[src/rtl/ball_motion_pkg.sv]
// Shared types and default playfield constants for the Pong ball engine.
package ball_motion_pkg;

  typedef enum logic [1:0] {
    IDLE,
    SERVE,
    PLAY,
    OUT
  } ball_state_t;

  localparam int unsigned DEF_X_W          = 10;
  localparam int unsigned DEF_Y_W          = 10;
  localparam int unsigned DEF_SPEED_W      = 3;
  localparam int unsigned DEF_X_LIMIT      = 640;
  localparam int unsigned DEF_Y_LIMIT      = 480;
  localparam int unsigned DEF_BALL_SIZE    = 8;
  localparam int unsigned DEF_SERVE_FRAMES = 60;

endpackage

[src/rtl/ball_motion_if.sv]
// Ball engine connection: frame timing and paddle inputs, ball state and score outputs.
interface ball_motion_if #(
  parameter int unsigned X_W     = 10,
  parameter int unsigned Y_W     = 10,
  parameter int unsigned SPEED_W = 3
) ();

  logic               frame_tick;
  logic               serve_req;
  logic [SPEED_W-1:0] speed_sel;
  logic               paddle_hit_l;
  logic               paddle_hit_r;
  logic [X_W-1:0]     ball_x;
  logic [Y_W-1:0]     ball_y;
  logic               x_dir;
  logic               y_dir;
  logic               in_play;
  logic               score_l;
  logic               score_r;

  modport master (
    input  frame_tick, serve_req, speed_sel, paddle_hit_l, paddle_hit_r,
    output ball_x, ball_y, x_dir, y_dir, in_play, score_l, score_r
  );

  modport slave (
    output frame_tick, serve_req, speed_sel, paddle_hit_l, paddle_hit_r,
    input  ball_x, ball_y, x_dir, y_dir, in_play, score_l, score_r
  );

endinterface

[src/rtl/ball_motion_axis_step.sv]
// One-axis ball step: advances pos by step in dir; BOUNCE clamps and reverses at the
// edges, otherwise an out-of-range step holds pos and raises exit_flag.
module ball_axis_step #(
  parameter int unsigned W      = 10,
  parameter int unsigned STEP_W = 3,
  parameter bit          BOUNCE = 1'b0
) (
  input  logic [W-1:0]      pos,
  input  logic              dir,
  input  logic [STEP_W-1:0] step,
  input  logic [W:0]        max_pos,
  output logic [W-1:0]      next_pos,
  output logic              next_dir,
  output logic              exit_flag
);

  logic [W:0] pos_e;
  logic [W:0] step_e;
  logic [W:0] sum;
  logic [W:0] diff;

  always_comb begin
    pos_e     = {1'b0, pos};
    step_e    = (W+1)'(step);
    sum       = pos_e + step_e;
    diff      = pos_e - step_e;
    next_pos  = pos;
    next_dir  = dir;
    exit_flag = 1'b0;
    if (dir) begin
      if (sum > max_pos) begin
        if (BOUNCE) begin
          next_pos = max_pos[W-1:0];
          next_dir = 1'b0;
        end else begin
          exit_flag = 1'b1;
        end
      end else begin
        next_pos = sum[W-1:0];
      end
    end else begin
      if (pos_e < step_e) begin
        if (BOUNCE) begin
          next_pos = '0;
          next_dir = 1'b1;
        end else begin
          exit_flag = 1'b1;
        end
      end else begin
        next_pos = diff[W-1:0];
      end
    end
  end

endmodule

[src/rtl/ball_motion.sv]
// Frame-stepped Pong ball engine: serve sequencing, wall bounce, paddle deflection
// and miss/score detection. All outputs are registered.
module ball_motion
  import ball_motion_pkg::*;
#(
  parameter int unsigned X_W          = DEF_X_W,
  parameter int unsigned Y_W          = DEF_Y_W,
  parameter int unsigned SPEED_W      = DEF_SPEED_W,
  parameter int unsigned X_LIMIT      = DEF_X_LIMIT,
  parameter int unsigned Y_LIMIT      = DEF_Y_LIMIT,
  parameter int unsigned BALL_SIZE    = DEF_BALL_SIZE,
  parameter int unsigned SERVE_FRAMES = DEF_SERVE_FRAMES
) (
  input  logic          clk,
  input  logic          reset,
  ball_motion_if.master bus
);

  localparam int unsigned CNT_W = (SERVE_FRAMES > 1) ? $clog2(SERVE_FRAMES) : 1;
  localparam logic [CNT_W-1:0] CNT_LAST = CNT_W'(SERVE_FRAMES - 1);
  localparam logic [X_W:0]     X_MAX    = (X_W+1)'(X_LIMIT - BALL_SIZE);
  localparam logic [Y_W:0]     Y_MAX    = (Y_W+1)'(Y_LIMIT - BALL_SIZE);
  localparam logic [X_W-1:0]   XC       = X_W'((X_LIMIT - BALL_SIZE) / 2);
  localparam logic [Y_W-1:0]   YC       = Y_W'((Y_LIMIT - BALL_SIZE) / 2);

  ball_state_t        state_q, state_d;
  logic [X_W-1:0]     x_q, x_d;
  logic [Y_W-1:0]     y_q, y_d;
  logic               x_dir_q, x_dir_d;
  logic               y_dir_q, y_dir_d;
  logic [SPEED_W-1:0] step_q, step_d;
  logic [CNT_W-1:0]   cnt_q, cnt_d;
  logic               srv_x_q, srv_x_d;
  logic               srv_y_q, srv_y_d;
  logic               in_play_q, in_play_d;
  logic               score_l_q, score_l_d;
  logic               score_r_q, score_r_d;

  logic               x_dir_hit;
  logic [X_W-1:0]     x_np;
  logic               x_nd;
  logic               x_exit;
  logic [Y_W-1:0]     y_np;
  logic               y_nd;
  logic               y_exit;

  // Only a hit against the current direction of travel deflects the ball.
  always_comb begin
    x_dir_hit = x_dir_q;
    if (bus.paddle_hit_l && !x_dir_q) begin
      x_dir_hit = 1'b1;
    end else if (bus.paddle_hit_r && x_dir_q) begin
      x_dir_hit = 1'b0;
    end
  end

  ball_axis_step #(.W(X_W), .STEP_W(SPEED_W), .BOUNCE(1'b0)) u_x_axis (
    .pos(x_q), .dir(x_dir_hit), .step(step_q), .max_pos(X_MAX),
    .next_pos(x_np), .next_dir(x_nd), .exit_flag(x_exit)
  );

  ball_axis_step #(.W(Y_W), .STEP_W(SPEED_W), .BOUNCE(1'b1)) u_y_axis (
    .pos(y_q), .dir(y_dir_q), .step(step_q), .max_pos(Y_MAX),
    .next_pos(y_np), .next_dir(y_nd), .exit_flag(y_exit)
  );

  always_comb begin
    state_d   = state_q;
    x_d       = x_q;
    y_d       = y_q;
    x_dir_d   = x_dir_q;
    y_dir_d   = y_dir_q;
    step_d    = step_q;
    cnt_d     = cnt_q;
    srv_x_d   = srv_x_q;
    srv_y_d   = srv_y_q;
    score_l_d = 1'b0;
    score_r_d = 1'b0;
    case (state_q)
      IDLE: begin
        if (bus.serve_req) begin
          state_d = SERVE;
          step_d  = (bus.speed_sel == '0) ? SPEED_W'(1) : bus.speed_sel;
          cnt_d   = '0;
          x_dir_d = srv_x_q;
          y_dir_d = srv_y_q;
          srv_y_d = ~srv_y_q;
        end
      end
      SERVE: begin
        if (bus.frame_tick) begin
          if (cnt_q == CNT_LAST) begin
            state_d = PLAY;
            cnt_d   = '0;
          end else begin
            cnt_d = cnt_q + 1'b1;
          end
        end
      end
      PLAY: begin
        if (bus.frame_tick) begin
          x_dir_d = x_nd;
          y_d     = y_np;
          y_dir_d = y_nd;
          // A miss keeps x where it was; next serve heads toward the conceding side.
          if (x_exit) begin
            state_d = OUT;
            if (x_nd) begin
              score_l_d = 1'b1;
              srv_x_d   = 1'b1;
            end else begin
              score_r_d = 1'b1;
              srv_x_d   = 1'b0;
            end
          end else begin
            x_d = x_np;
          end
        end
      end
      OUT: begin
        state_d = IDLE;
        x_d     = XC;
        y_d     = YC;
      end
      default: state_d = IDLE;
    endcase
    in_play_d = (state_d == PLAY);
  end

  always_ff @(posedge clk) begin
    if (reset) begin
      state_q   <= IDLE;
      x_q       <= XC;
      y_q       <= YC;
      x_dir_q   <= 1'b1;
      y_dir_q   <= 1'b1;
      step_q    <= SPEED_W'(1);
      cnt_q     <= '0;
      srv_x_q   <= 1'b1;
      srv_y_q   <= 1'b1;
      in_play_q <= 1'b0;
      score_l_q <= 1'b0;
      score_r_q <= 1'b0;
    end else begin
      state_q   <= state_d;
      x_q       <= x_d;
      y_q       <= y_d;
      x_dir_q   <= x_dir_d;
      y_dir_q   <= y_dir_d;
      step_q    <= step_d;
      cnt_q     <= cnt_d;
      srv_x_q   <= srv_x_d;
      srv_y_q   <= srv_y_d;
      in_play_q <= in_play_d;
      score_l_q <= score_l_d;
      score_r_q <= score_r_d;
    end
  end

  assign bus.ball_x  = x_q;
  assign bus.ball_y  = y_q;
  assign bus.x_dir   = x_dir_q;
  assign bus.y_dir   = y_dir_q;
  assign bus.in_play = in_play_q;
  assign bus.score_l = score_l_q;
  assign bus.score_r = score_r_q;

endmodule
[src/flat_wrapper.sv]
// flat-port wrapper written by rule: the top's interface ports become plain ports
module ball_motion_flat import ball_motion_pkg::*;
#(
  parameter int unsigned X_W          = DEF_X_W,
  parameter int unsigned Y_W          = DEF_Y_W,
  parameter int unsigned SPEED_W      = DEF_SPEED_W,
  parameter int unsigned X_LIMIT      = DEF_X_LIMIT,
  parameter int unsigned Y_LIMIT      = DEF_Y_LIMIT,
  parameter int unsigned BALL_SIZE    = DEF_BALL_SIZE,
  parameter int unsigned SERVE_FRAMES = DEF_SERVE_FRAMES
)
  (clk, reset, bus_frame_tick, bus_serve_req, bus_speed_sel, bus_paddle_hit_l, bus_paddle_hit_r, bus_ball_x, bus_ball_y, bus_x_dir, bus_y_dir, bus_in_play, bus_score_l, bus_score_r);
  ball_motion_if #(.X_W(X_W), .Y_W(Y_W), .SPEED_W(SPEED_W)) bus_i ();
  input  logic clk;
  input  logic reset;
  input wire logic [$bits(bus_i.frame_tick)-1:0] bus_frame_tick;
  input wire logic [$bits(bus_i.serve_req)-1:0] bus_serve_req;
  input wire logic [$bits(bus_i.speed_sel)-1:0] bus_speed_sel;
  input wire logic [$bits(bus_i.paddle_hit_l)-1:0] bus_paddle_hit_l;
  input wire logic [$bits(bus_i.paddle_hit_r)-1:0] bus_paddle_hit_r;
  output wire logic [$bits(bus_i.ball_x)-1:0] bus_ball_x;
  output wire logic [$bits(bus_i.ball_y)-1:0] bus_ball_y;
  output wire logic [$bits(bus_i.x_dir)-1:0] bus_x_dir;
  output wire logic [$bits(bus_i.y_dir)-1:0] bus_y_dir;
  output wire logic [$bits(bus_i.in_play)-1:0] bus_in_play;
  output wire logic [$bits(bus_i.score_l)-1:0] bus_score_l;
  output wire logic [$bits(bus_i.score_r)-1:0] bus_score_r;
  assign bus_i.frame_tick = bus_frame_tick;
  assign bus_i.serve_req = bus_serve_req;
  assign bus_i.speed_sel = bus_speed_sel;
  assign bus_i.paddle_hit_l = bus_paddle_hit_l;
  assign bus_i.paddle_hit_r = bus_paddle_hit_r;
  assign bus_ball_x = bus_i.ball_x;
  assign bus_ball_y = bus_i.ball_y;
  assign bus_x_dir = bus_i.x_dir;
  assign bus_y_dir = bus_i.y_dir;
  assign bus_in_play = bus_i.in_play;
  assign bus_score_l = bus_i.score_l;
  assign bus_score_r = bus_i.score_r;
  ball_motion #(.X_W(X_W), .Y_W(Y_W), .SPEED_W(SPEED_W), .X_LIMIT(X_LIMIT), .Y_LIMIT(Y_LIMIT), .BALL_SIZE(BALL_SIZE), .SERVE_FRAMES(SERVE_FRAMES)) u_core (.clk(clk), .reset(reset), .bus(bus_i));
endmodule
[config.mk]
export PLATFORM = sky130hd
export DESIGN_NAME = ball_motion_flat
export DESIGN_NICKNAME = d
export VERILOG_FILES = /design/src/rtl/ball_motion_pkg.sv /design/src/rtl/ball_motion_if.sv /design/src/rtl/ball_motion_axis_step.sv /design/src/rtl/ball_motion.sv /design/src/flat_wrapper.sv
export SDC_FILE = /design/constraint.sdc
export NUM_CORES = 1
export LEC_CHECK = 0
export CAP_MARGIN = 20
export CORE_MARGIN = 2
export CORE_UTILIZATION = 59
export DETAILED_ROUTE_END_ITERATION = 8
export MAX_ROUTING_LAYER = met4
export PLACE_DENSITY = 0.82
export SYNTH_ARGS = -nofsm -noshare
export SYNTH_HDL_FRONTEND = slang
export SYNTH_HIERARCHICAL = 1
export SYNTH_SLANG_ARGS = --single-unit
[constraint.sdc]
create_clock -name clk -period 4.1 [get_ports clk]
set_input_delay 1.025 -clock clk [delete_from_list [all_inputs] [get_ports clk]]
set_output_delay 1.025 -clock clk [all_outputs]
set_load 0.1 [all_outputs]
# After elaboration in Yosys (flattened, before gate mapping)

Index checks and enable logic that the tools add are counted.

Add/subtract/negate cells: 5
$lt $le $gt $ge: 4
Equality and inequality tests: 11
Muxes and demuxes: 38
Bitwise gates (word level): 4
Reductions and logical operators: 15

Operator list:

| cell                                                                               | count |
|---|---|
| 10-bit two-way mux                                                                 | 9 |
| 10-bit case mux with 2 select lines                                                | 2 |
| 10-bit by 3-bit adder with 11-bit output                                           | 2 |
| 10-bit by 3-bit < comparator with 1-bit output                                     | 2 |
| 10-bit by 3-bit subtractor with 10-bit output                                      | 2 |
| 6-bit two-way mux                                                                  | 3 |
| 1-bit two-way mux                                                                  | 14 |
| 6-bit case mux with 2 select lines                                                 | 1 |
| 11-bit by 10-bit greater-than comparator with 1-bit output (second input constant) | 1 |
| 11-bit by 9-bit greater-than comparator with 1-bit output (second input constant)  | 1 |
| 2-bit two-way mux                                                                  | 5 |
| 3-bit AND reduction                                                                | 3 |
| 2-bit != test (second input constant)                                              | 4 |
| 2-bit case mux with 4 select lines                                                 | 1 |
| 6-bit by 1-bit adder with 6-bit output (second input constant)                     | 1 |
| 2-bit == test (second input constant)                                              | 3 |
| 6-bit == test (second input constant)                                              | 1 |
| 2-bit nonzero test                                                                 | 3 |
| 5-bit AND reduction                                                                | 1 |
| 1-bit inverter                                                                     | 4 |
| 1-bit case mux with 2 select lines                                                 | 2 |
| 2-bit AND reduction                                                                | 2 |
| 4-bit OR reduction                                                                 | 1 |
| 3-bit logical NOT                                                                  | 1 |
| other kinds (7)                                                                    | 8 |

Register bits: 38
Input port bits: 9
Output and inout bits: 25
Word-level logic and storage cells: 89

# Logic depth before layout (Yosys ltp)

Gate-level depths: netlist of run 1.

Depth after elaboration: 8
Gate-level depth with buffers: 18
Mapped depth without buffers: 17

# By module

The synthesis of run 1 kept the hierarchy.

By module, submodules not included:

| module                            | times used | cells an instance | area each (um2) | sequential area each (um2) |
|---|---|---|---|---|
| ball_motion                       | 1          | 179               | 1591.5          | 760.7 |
| ball_axis_step at u_core.u_x_axis | 1          | 142               | 1042.2          | 0.0 |
| ball_axis_step at u_core.u_y_axis | 1          | 148               | 1041.0          | 0.0 |

# Worst setup path after synthesis of run 1

OpenSTA, ideal clock, no wires.

Path type: reg-to-reg
Start point: reg u_core.y_q[2], in the netlist u_core/bus.ball_y[2]
End point: reg u_core.y_q[7], in the netlist u_core/bus.ball_y[7]
Library setup time: 121 ps
Arrival: 4027 ps
Data required time: 3979 ps
Slack: -48 ps
Stages on the path, launching flop included: 13
Path buffers: 1
Period minus slack after synthesis: 4148 ps
Cell sequence: dfxtp_1 -> ha_1 -> clkbuf_1 -> a221oi_1 -> nand3_1 -> xnor2_1 -> ha_1 -> nand4_1 -> o31ai_1 -> nor4_1 -> a311o_2 -> o22ai_1 -> nand2b_1

Cells in the longest elaborated chain, start to end: 6
Elaborated cells between the ends (all ways): 9
Classes of those cells: 2 x add/sub; 2 x order compare; 5 x mux

Ends and longest elaborated chain:

| element                                                   | RTL line                    | RTL |
|---|---|---|
| from (decl)                                               | ball_motion.sv:28           | `logic [Y_W-1:0] y_q, y_d;` |
| from (signal assigned)                                    | ball_motion.sv:147          | `y_q <= y_d;` |
| 10-bit by 3-bit adder with 11-bit output                  | ball_motion_axis_step.sv:25 | `sum = pos_e + step_e;` |
| 11-bit by 9-bit greater-than comparator with 1-bit output | ball_motion_axis_step.sv:31 | `if (sum > max_pos) begin` |
| 10-bit two-way mux                                        | ball_motion_axis_step.sv:31 |  |
| 10-bit two-way mux (*)                                    | ball_motion_axis_step.sv:30 | `if (dir) begin` |
| net u_core.y_np[7]                                        | ball_motion.sv:43           | `logic [Y_W-1:0] y_np;` |
| 10-bit two-way mux (*)                                    | ball_motion.sv:101          | `if (bus.frame_tick) begin` |
| 10-bit case mux with 2 select lines (*)                   | ball_motion.sv:79           | `case (state_q)` |

Mark *: on every way through the listed nets, which the timed path passes. The rest lies on a longest branch. The select of a mux whose other input is x is not followed.
A chain may end at the register's enable or synchronous reset.

# Worst setup path in the final report of run 1

Start point: reg u_core.step_q[1]
End point: reg u_core.x_q[9], in the netlist u_core/bus.ball_x[9]

Cells in the longest elaborated chain, start to end: 6
Elaborated cells between the ends (all ways): 17
Classes of those cells: 2 x add/sub; 2 x order compare; 3 x eq/ne; 9 x mux; 1 x reduce/logical

Ends and longest elaborated chain:

| element                                                    | RTL line                    | RTL |
|---|---|---|
| from (decl)                                                | ball_motion.sv:31           | `logic [SPEED_W-1:0] step_q, step_d;` |
| from (signal assigned)                                     | ball_motion.sv:150          | `step_q <= step_d;` |
| 10-bit by 3-bit adder with 11-bit output                   | ball_motion_axis_step.sv:25 |  |
| 11-bit by 10-bit greater-than comparator with 1-bit output | ball_motion_axis_step.sv:31 |  |
| 1-bit two-way mux                                          | ball_motion_axis_step.sv:31 |  |
| 1-bit two-way mux (*)                                      | ball_motion_axis_step.sv:30 |  |
| net u_core.x_exit                                          | ball_motion.sv:42           | `logic x_exit;` |
| 2-bit != test (no source line) (*)                         | n/a                         |  |
| 5-bit AND reduction (no source line) (*)                   | n/a                         |  |
| to (signal assigned)                                       | ball_motion.sv:133          | `x_q <= XC;` |
| to (signal assigned)                                       | ball_motion.sv:146          | `x_q <= x_d;` |
| to (decl)                                                  | ball_motion.sv:27           | `logic [X_W-1:0] x_q, x_d;` |

Marks and branches as above.

==> impl_metrics.json, run 1 <==
{
  "status": "finished clean",
  "stdcell_count": 596,
  "routed_wl_mm": 8.99,
  "syn_to_final_growth_pct": 17.2,
  "clockBufferDepth": 2,
  "clk_pin_slew_worst_paths_ns": 0.07,
  "p_per_area_mw_per_mm2": 225,
  "dr_total_vias": 3529,
  "drc": 0,
  "vdd_drop_max_uv": 260,
  "hold_path.startpoint": "u_core/srv_x_q",
  "fmax_mhz": 261,
  "worstPathMaxFanout": 10,
  "finalCriticalPeriod_ns": 3.84,
  "max_cap_viol_count": 0,
  "grt_setup_unrepaired": "false",
  "power_leakage_nw": 1.72,
  "cts.repair.resized": 0,
  "antenna_found_initial": 0,
  "cts_tree": "yes",
  "maxSlewViolCount": 0,
  "drtIter0Drc": 313,
  "finalClockSkew_ns": 0.00456,
  "first_pass_iters": 5,
  "syn_inst": 467,
  "drive_gt1_share_pct": 8.83,
  "cts_buffers": 5,
  "setup_viol": 0,
  "ant_nets": 0,
  "clkLatencyLatePin_ns": 0.29,
  "cp-end-kind": "flip-flop",
  "cts_root_buf": "clkbuf_8",
  "tightest_slew_ns": 0.989,
  "critPathLaunch": "u_core/step_q[1]",
  "htreeDepth": 2,
  "design.die.area_mm2": 0.00686,
  "postSynthAreaPerCell_um2": 7.84,
  "grt_max_degree": 22,
  "crit_type": "flip-flop to flip-flop",
  "fin_nets": 568,
  "place_hpwl_mm": 6.97,
  "clock_sinks": 38,
  "cp.arrival_ns": 4.06,
  "grt_pass1_wl_mm": 15.3,
  "vias_per_cell": 5.92,
  "wl_per_cell_um": 15.1,
  "grt_overflow": 0,
  "portBuffers": 33,
  "syn_area_mm2": 0.00366,
  "diodes": 0,
  "grt.total_usage_pct": 26.8,
  "post-cts-setup-buffers": 0,
  "hold_path.class": "flip-flop to flip-flop",
  "hold_viol": 0,
  "synth-warning-count": 6,
  "grt_pass1_vias": 3307,
  "fp.dieH_um": 82.8,
  "core_mm2": 0.00596,
  "finalCritPeriodShare_pct": 93.6,
  "r2r_start": "u_core/step_q[1]",
  "cp.required_ns": 4.32,
  "cp-start-kind": "flip-flop",
  "die_w_um": 82.8,
  "dp.cells": 588,
  "fin_util_pct": 72.1,
  "pin_count": 34,
  "holdBufCountCts": 0,
  "relSlewSlack_pct": 33.9,
  "gp_congestion": 0.948,
  "rows": 28,
  "start_util_pct": 61.5
}
## flip-flops by register name (all words and copies together), names as in the netlist
name	count
u_core/bus.ball_x	10
u_core/bus.ball_y	10
u_core/cnt_q	6
u_core/step_q	3
u_core/state_q	2
u_core/bus.in_play	1
u_core/bus.score_l	1
u_core/bus.score_r	1
u_core/bus.x_dir	1
u_core/bus.y_dir	1
u_core/srv_x_q	1
u_core/srv_y_q	1
## per-stage QoR
step	setup WS (ns)	setup TNS (ns)	hold slack [ns]	instance area [µm²]	total power, mW
after global routing	0.0282	0	0.509	4290	1.01
after CTS	0.215	0	0.477	4280	0.966
after detailed placement	0.247	0	0.460	4140	0.578
after global placement	0.338	0	0.448	4140	0.571
after floorplan	-0.0167	-0.0167	0.435	3770	0.532
final	0.261	0	0.480	4290	0.968
## worst max-delay path: stages (launching register included)
cell       delay [ns]
dfxtp_1          0.50
inv_1            0.13
ha_1             0.30
nand2b_1         0.14
a21oi_1          0.25
or2_2            0.21
and3_1           0.24
xor2_1           0.19
ha_1             0.16
nand4_1          0.15
a21o_1           0.22
a211oi_4         0.32
nor2_4           0.08
nor2_2           0.29
nand4bb_2        0.34
nand2_1          0.09
a21oi_1          0.16
## report_power, final
group / switching [mW] / internal (mW)
registers: 0.0102 / 0.374
logic: 0.111 / 0.0808
clock network: 0.132 / 0.260
## area by class of cell
| cell class | count | area, µm² |
|---|---|---|
| timing repair buffer | 44 | 413 |
| fill | 508 | 1660 |
| clock buffer | 6 | 82.6 |
| inverter | 41 | 154 |
| clock inverter | 2 | 60.1 |
| sequential | 38 | 763 |
| tap | 75 | 93.8 |
| multi-input combinational | 390 | 2730 |
## worst paths after layout
check	endpoint	slack (ns)	cells after the start
min reg2reg	u_core/srv_x_q	0.48	1
max	u_core/bus.ball_x[9]	0.26	16
min	u_core/srv_x_q	0.48	1
max reg2reg	u_core/bus.ball_x[9]	0.26	16
## routing by layer
layer	up-vias	wire length (µm)	track usage, %
met5	-	0	-
met4	0	97	6.41
met3	9	408	2.19
met2	102	4150	42.0
met1	1657	4330	37.7
li1	1761	-	-
## cells in the final DEF, fill, tap and decap left out, types with 7 or more instances in the layout
| cell | n |
|---|---|
| o211ai_1 | 8 |
| a21oi_1 | 34 |
| o21ai_0 | 15 |
| buf_4 | 11 |
| nand3_1 | 13 |
| nor2b_1 | 7 |
| xnor2_1 | 19 |
| ha_1 | 35 |
| nand2b_1 | 14 |
| conb_1 | 29 |
| nor3_1 | 16 |
| clkdlybuf4s50_1 | 33 |
| inv_1 | 41 |
| dfxtp_1 | 36 |
| nand4_1 | 7 |
| nand2_1 | 41 |
| nor2_1 | 22 |
No activity file was read; power rests on OpenSTA's default activity.
==> run 2: changes to the inputs <==
Settings changed: SLEW_MARGIN from default to 20.
==> results of run 2 <==
No change in the layout: final DEF, timing and power equal those of run 1.
